<file path="config.mk">
export PLATFORM = sky130hd
export DESIGN_NAME = ldpc_out_serializer
export DESIGN_NICKNAME = d
export VERILOG_FILES = /design/src/rtl/ldpc_out_serializer.sv
export SDC_FILE = /design/constraint.sdc
export NUM_CORES = 1
export LEC_CHECK = 0
export CORE_AREA = 2 2 312 314
export CTS_CLUSTER_SIZE = 24
export DETAILED_ROUTE_END_ITERATION = 10
export DIE_AREA = 0 0 314 316
export SETUP_SLACK_MARGIN = 0.5
export SYNTH_ARGS = -nofsm -noshare
export SYNTH_HDL_FRONTEND = slang
export SYNTH_SLANG_ARGS = --single-unit
export TNS_END_PERCENT = 10
</file>
<file path="constraint.sdc">
create_clock -name clk -period 1.8 [get_ports clk]
set_input_delay 0.54 -clock clk [delete_from_list [all_inputs] [get_ports clk]]
set_output_delay 0.54 -clock clk [all_outputs]
set_load 0.01 [all_outputs]
</file>
<file path="src/rtl/ldpc_out_serializer.sv">
// Serialises a captured N_BITS hard-decision codeword into WORDS words of W bits,
// least-significant word first, with ready/valid flow control and controller gating.
module ldpc_out_serializer #(
  parameter int N_BITS = 768,
  parameter int W      = 32
) (
  input  logic              clk,
  input  logic              rst_n,
  input  logic              load_vout,
  input  logic [N_BITS-1:0] vout,
  input  logic              en_out,
  input  logic              shift_out,
  input  logic              rst_flag,
  input  logic              dout_ready,
  output logic [W-1:0]      dout,
  output logic              dout_valid,
  output logic              dout_last,
  output logic              f_out,
  output logic              busy,
  output logic              err_ovr
);

  localparam int WORDS = N_BITS / W;
  localparam int CNT_W = (WORDS > 1) ? $clog2(WORDS) : 1;
  localparam logic [CNT_W-1:0] LAST_WORD = CNT_W'(WORDS - 1);

  typedef enum logic [1:0] {
    IDLE = 2'd0,
    SEND = 2'd1,
    DONE = 2'd2
  } state_t;

  state_t            state, state_nxt;
  logic [N_BITS-1:0] sh_buf;
  logic [CNT_W-1:0]  wcnt;
  logic              err_q;
  logic              xfer;
  logic              at_last;

  assign at_last    = (wcnt == LAST_WORD);
  assign dout       = sh_buf[W-1:0];
  assign dout_valid = (state == SEND) & en_out;
  assign dout_last  = dout_valid & at_last;
  assign xfer       = dout_valid & dout_ready & shift_out;
  assign f_out      = (state == DONE);
  assign busy       = (state != IDLE);
  assign err_ovr    = err_q;

  // Controller clear (rst_flag low) overrides everything, including a coincident load.
  always_comb begin
    state_nxt = state;
    case (state)
      IDLE:    if (load_vout) state_nxt = SEND;
      SEND:    if (xfer && at_last) state_nxt = DONE;
      DONE:    state_nxt = DONE;
      default: state_nxt = IDLE;
    endcase
    if (!rst_flag) state_nxt = IDLE;
  end

  always_ff @(posedge clk or negedge rst_n) begin
    if (!rst_n) state <= IDLE;
    else        state <= state_nxt;
  end

  always_ff @(posedge clk or negedge rst_n) begin
    if (!rst_n) begin
      sh_buf <= '0;
      wcnt   <= '0;
    end else if (!rst_flag) begin
      sh_buf <= '0;
      wcnt   <= '0;
    end else if (state == IDLE && load_vout) begin
      sh_buf <= vout;
      wcnt   <= '0;
    end else if (xfer) begin
      sh_buf <= sh_buf >> W;
      // Counter parks on the last index so it never wraps inside a frame.
      if (!at_last) wcnt <= wcnt + 1'b1;
    end
  end

  always_ff @(posedge clk or negedge rst_n) begin
    if (!rst_n)                           err_q <= 1'b0;
    else if (!rst_flag)                   err_q <= 1'b0;
    else if (load_vout && state != IDLE)  err_q <= 1'b1;
  end

endmodule

</file>
Yosys cells after proc, flatten, opt, wreduce, memory -nomap -nowiden
Cells that the tools add are included.
{"block": "word_totals", "output_inout_bits": 37, "regBits": 776}
{"block": "op_classes", "bitwise_logic": 4, "n_reduce_logical": 7, "mux": 13, "n_eq_ne": 8, "add_sub_neg": 1}
{"cell": "768-bit two-way mux", "n": 3}
{"cell": "5-bit two-way mux", "n": 4}
{"cell": "2-bit two-way mux", "n": 3}
{"cell": "3-bit by 2-bit inequality test with 1-bit output, second input constant", "n": 2}
{"cell": "2-bit case mux with 3 select lines", "n": 1}
{"cell": "5-bit by 1-bit adder with 5-bit output, second input constant", "n": 1}
{"cell": "5-bit equality test, second input constant", "n": 1}
{"cell": "1-bit bitwise AND", "n": 4}
{"cell": "2-bit AND reduction", "n": 2}
{"cell": "1-bit logical AND", "n": 3}
{"cell": "3-bit by 1-bit inequality test with 1-bit output, second input constant", "n": 1}
{"cell": "3-bit inequality test, second input constant", "n": 1}
{"cell": "2-bit by 1-bit equality test with 1-bit output, second input constant", "n": 1}
{"cell": "2-bit equality test, second input constant", "n": 1}
{"cell": "2-bit zero test", "n": 1}
{"cell": "1-bit two-way mux", "n": 2}
{"cell": "2-bit by 1-bit inequality test with 1-bit output, second input constant", "n": 1}
{"cell": "2-bit nonzero test", "n": 1}

Depth between registers and ports, before layout
{"block": "logic_depth", "ltp_word": 8, "depth_mapped": 10}

Least setup slack after synthesis
Ideal clock, no wire load.
{"block": "synth_timing", "path_type": "register to register", "start": "register state[1]", "end": "register sh_buf[675]", "n_path_buf": 3, "required_ps": 1659, "stages_incl_launch_ff": 11, "t_arrival_ps": 1498, "slack_ps": 161, "path_cell_list": "dfrtp_1 -> inv_1 -> ha_1 -> nand2_1 -> inv_1 -> nand3_1 -> buf_4 -> buf_2 -> buf_2 -> nand2_1 -> a31oi_1"}
{"block": "synth_between", "elab_chain_len": 5, "elab_cells_between_ends": 9, "classes_between": "2 x eq/ne; 2 x mux; 3 x bitwise; 2 x reduce/logical"}
{"element": "start, declared", "line_no": "33", "text": "state_t state, state_nxt;"}
{"element": "start signal, assigned", "line_no": "63", "text": "else state <= state_nxt;"}
{"element": "2-bit by 1-bit equality test with 1-bit output", "line_no": "42", "text": "assign dout_valid = (state == SEND) & en_out;"}
{"element": "1-bit bitwise AND", "line_no": "42"}
{"element": "net dout_valid", "line_no": "16", "text": "output logic dout_valid,"}
{"element": "1-bit bitwise AND (2 in series)", "line_no": "44", "text": "assign xfer = dout_valid & dout_ready & shift_out;"}
{"element": "3-bit by 1-bit inequality test with 1-bit output (no source line)"}
{"element": "end signal, assigned", "line_no": "74", "text": "sh_buf <= vout;"}
{"element": "end signal, assigned", "line_no": "77", "text": "sh_buf <= sh_buf >> W;"}
{"element": "end, declared", "line_no": "34", "text": "logic [N_BITS-1:0] sh_buf;"}
The timed path passes the listed nets, and every way through them passes these cells.
A chain may end at the register's enable or synchronous reset.

Worst setup path in the final report
{"block": "layout_timing", "start": "register state[0]", "end": "register sh_buf[274]"}
{"block": "layout_between", "elab_chain_len": 5, "elab_cells_between_ends": 9, "classes_between": "2 x eq/ne; 2 x mux; 3 x bitwise; 2 x reduce/logical"}
{"element": "2-bit by 1-bit equality test with 1-bit output", "line_no": "42"}
{"element": "1-bit bitwise AND", "line_no": "42"}
{"element": "1-bit bitwise AND (2 in series)", "line_no": "44"}
{"element": "3-bit by 1-bit inequality test with 1-bit output (no source line)"}
Several ways; a longest one is shown, not always the timed one.

==> flow_summary.yaml <==
timing:
  rsz0062_at_grt: "yes"
  setup_viol: 777
  setup_slack_ns: -0.423
  hold_ws_ns: 0.352
  fin_skew_ns: 0.0243
  layout_worst_path_cycle_share_pct: 124
  tns_ns: -154.32
  worstMarginPinSlew_ns: 0.521
  layout_min_cycle_time_ns: 2.22
  timing.fmax_mhz: 450
  relSlewSlack_pct: 64.9
  slew_viol_final: 0
  final_hold_viol_count: 0
floorplan:
  die_w_um: 314
  std_cell_rows: 114
  die_h_um: 316
  initial_utilization_pct: 37.7
  placeableCoreArea_um2: 96000
  pin_count: 812
  die_area_um2: 99200
route:
  drt_iter0_drc: 3816
  drc_errors: 0
  via_per_inst: 5.61
  ant_nets: 0
  dr.pass1.iters: 6
  routed_wirelength_um: 150000
  wl_per_cell_um: 23.0
  vias: 36700
clocking:
  clk_pin_slew_ns: 0.06
  cts_buffers: 87
  h-tree-depth: 3
  cts.sinks: 776
  root_buffer: "clkbuf_16"
  clock_path_buffers: 3
  cts_tree: "done"
  clk_latency_ns: 0.65
finish:
  fin_util_pct: 54.7
  num-nets-final: 5949
  area_growth_pct: 44.9
  drive_above_1_share_pct: 12.2
  fillers: 8734
  final_cells: 6537
  final_area_um2: 52500
global_routing:
  grt_pass1_wl_um: 216000
  busiest_layer: "met2"
  grt-ovfl-total: 0
  grt_pass1_vias: 35700
  track_usage_pct: 28.6
  grt_max_degree: 87
  met2_usage_pct: 47.3
  grt_use_met1_pct: 34.8
  antenna_found_initial: 47
  use_met3_pct: 6.00
setup_path:
  rr_startpoint: "state[0]"
  crit_arrival_ns: 2.78
  reg2regPathDepth: 14
  crit_buf_inv: 9
  slowest_stage: "dfrtp_1"
  crit_family: "buffers and inverters"
  max_stage_delay_ns: 0.39
  r2r_end: "sh_buf[274]"
  rrSetupSlack_ns: -0.42
  crit_chain: "buf_6, ha_4, nand2_4, inv_2, buf_6, buf_6, nand3_4, buf_12, buf_16, buf_12, clkbuf_16, clkbuf_16, nand2_1, a31oi_1"
  setup.worst_path.class: "reg2reg"
  worstPathMaxFanout: 17
  cp_common_cell: "buf_6"
  worst_ep_required_time_ns: 2.36
  crit_path_end_kind: "register"
  start_kind: "register"
yosys:
  ys_types: 25
  yosysWarnings: 0
  synth_area_per_cell_um2: 8.39
  syn_inst: 4317
  syn_nets: 5097
  netlist_area_um2: 36200
  synth-seq-cells: 776
  synth_seq_area_share_pct: 53.6
placement:
  portBuffers: 811
  gp_congestion: 0.903
  postPlaceCellArea_um2: 47500
  dp.cells: 6258
  dpl.hpwl_um: 106000
worst_hold_path:
  hold_path_class: "in2async"
power_and_ir_drop:
  vdd_drop_max_v: 0.000678
  cellPowerDensity_nw_per_um2: 1180
  leakage_nw: 21.5
job:
  drv_cap: 0
status:
  status: "complete, but fails checks"
  violations: "setup timing"
## synthesized netlist by cell type (all sizes together)
cell type  count  area share [%]
a21boi        32            0.66
a21oi          2           0.028
a31oi        736              13
and2           1           0.017
and3           1           0.017
and4           1           0.024
buf          207             3.5
clkbuf       250             2.6
dfrtp        776              54
ha             5            0.17
inv            4           0.041
mux2i          2           0.055
nand2       1513              16
nand3         37            0.51
nand4          1           0.017
nand4b         1           0.024
nor2           5           0.052
nor2b          1           0.017
o21a           1           0.021
o21ai        737              10
xor2           4           0.097
## worst reg2reg max path: cells and delay by family (launching register included)
| kind | cells | cell delay, ns |
|---|---|---|
| buf+inv | 9 | 1.15 |
| fa+ha+maj | 1 | 0.16 |
| flops | 1 | 0.39 |
| simple gates | 3 | 0.23 |
| compound gates | 1 | 0.20 |
## logic make-up after synthesis
logic type / synth area share (%)
buffers and inverters: 6.13
xor gates and xnor gates: 0.0967
DFF: 53.6
muxes: 0.0553
AOI/OAI and AO/OA: 23.6
and+or+nand+nor: 16.4
adders and majority gates: 0.173
## placed cells by master, fill, tap and decap left out, types with 2 or more instances in the layout
master / synthesis / layout
a21boi_0: 32 / 19
a21boi_1: 0 / 10
a21boi_2: 0 / 3
a21oi_1: 2 / 2
a31oi_1: 736 / 730
a31oi_2: 0 / 5
buf_12: 0 / 111
buf_16: 0 / 28
buf_2: 119 / 21
buf_4: 84 / 210
buf_6: 2 / 36
buf_8: 0 / 11
bufbuf_16: 0 / 4
bufinv_16: 0 / 2
clkbuf_1: 247 / 22
clkbuf_16: 0 / 114
clkbuf_8: 0 / 22
clkdlybuf4s50_1: 0 / 772
clkinv_2: 0 / 11
clkinv_8: 0 / 3
dfrtp_1: 776 / 776
diode_2: 0 / 28
ha_4: 0 / 3
inv_2: 0 / 3
inv_6: 0 / 3
mux2i_1: 2 / 2
nand2_1: 1513 / 1476
nand2_2: 0 / 33
nand2_4: 0 / 4
nand3_1: 37 / 33
nand3_2: 0 / 3
nor2_1: 5 / 4
o21ai_0: 737 / 690
o21ai_1: 0 / 47
xor2_1: 4 / 4
## flip-flops by register name, summed over array words and instances (netlist names)
name	count
err_ovr	1
sh_buf	768
state	2
wcnt	5
## metal layers
layer	vias to the layer above	wire length, um	part of all wire [%]
met5	-	220	0.15
met4	34	8150	5.4
met3	367	10200	6.8
met2	1478	73000	49
met1	18000	58700	39
li1	16800	-	-
## area by class of cell
cell class              instances  area [um^2]  share of cell area, %
flip-flops and latches        776        19400                   37.0
diodes                         28         70.1                  0.133
clock inverters                21          219                  0.417
inverters                       4         17.5                 0.0334
repair buffers               1220        13800                   26.2
multi-input cells            3080        14800                   28.3
well taps                    1276         1600                   3.04
clock buffers                 132         2590                   4.93
## metrics by stage
| stage | power, mW | setup slack [ns] |
|---|---|---|
| after CTS | 61.6 | -0.424 |
| final | 62.0 | -0.423 |
| after global placement | 42.9 | -0.506 |
| after floorplan | 34.6 | 0.227 |
| after global routing | 65.1 | -0.521 |
| after detailed placement | 43.1 | -0.536 |
## how the worst max path moves through the flow
| stage | depth (start not counted) | slack [ns] | start | endpoint |
|---|---|---|---|---|
| floorplan | 7 | 0.23 | state[0] | sh_buf[175] |
| finish | 14 | -0.42 | state[0] | sh_buf[274] |
| CTS | 5 | -0.42 | wcnt[1] | dout_last |
| global route | 14 | -0.52 | state[0] | sh_buf[274] |
| detailed placement | 7 | -0.54 | en_out | sh_buf[252] |
| global placement | 7 | -0.51 | en_out | sh_buf[146] |
## where the power goes
group / switching [mW] / internal, mW / leakage, nW
clock network: 7.58 / 10.2 / 1.39
logic: 9.75 / 8.34 / 9.90
registers: 3.81 / 22.3 / 10.2
## repair_timing
action,4_1_cts,5_1_grt
hold endpoints to repair,13,0
hold buffers,1,0
setup buffers,36,11
endpoints found under the setup margin,812,812
gates cloned,19,31
resized for setup,264,56
pin swaps,185,123
(Power assumes the default switching activity.)
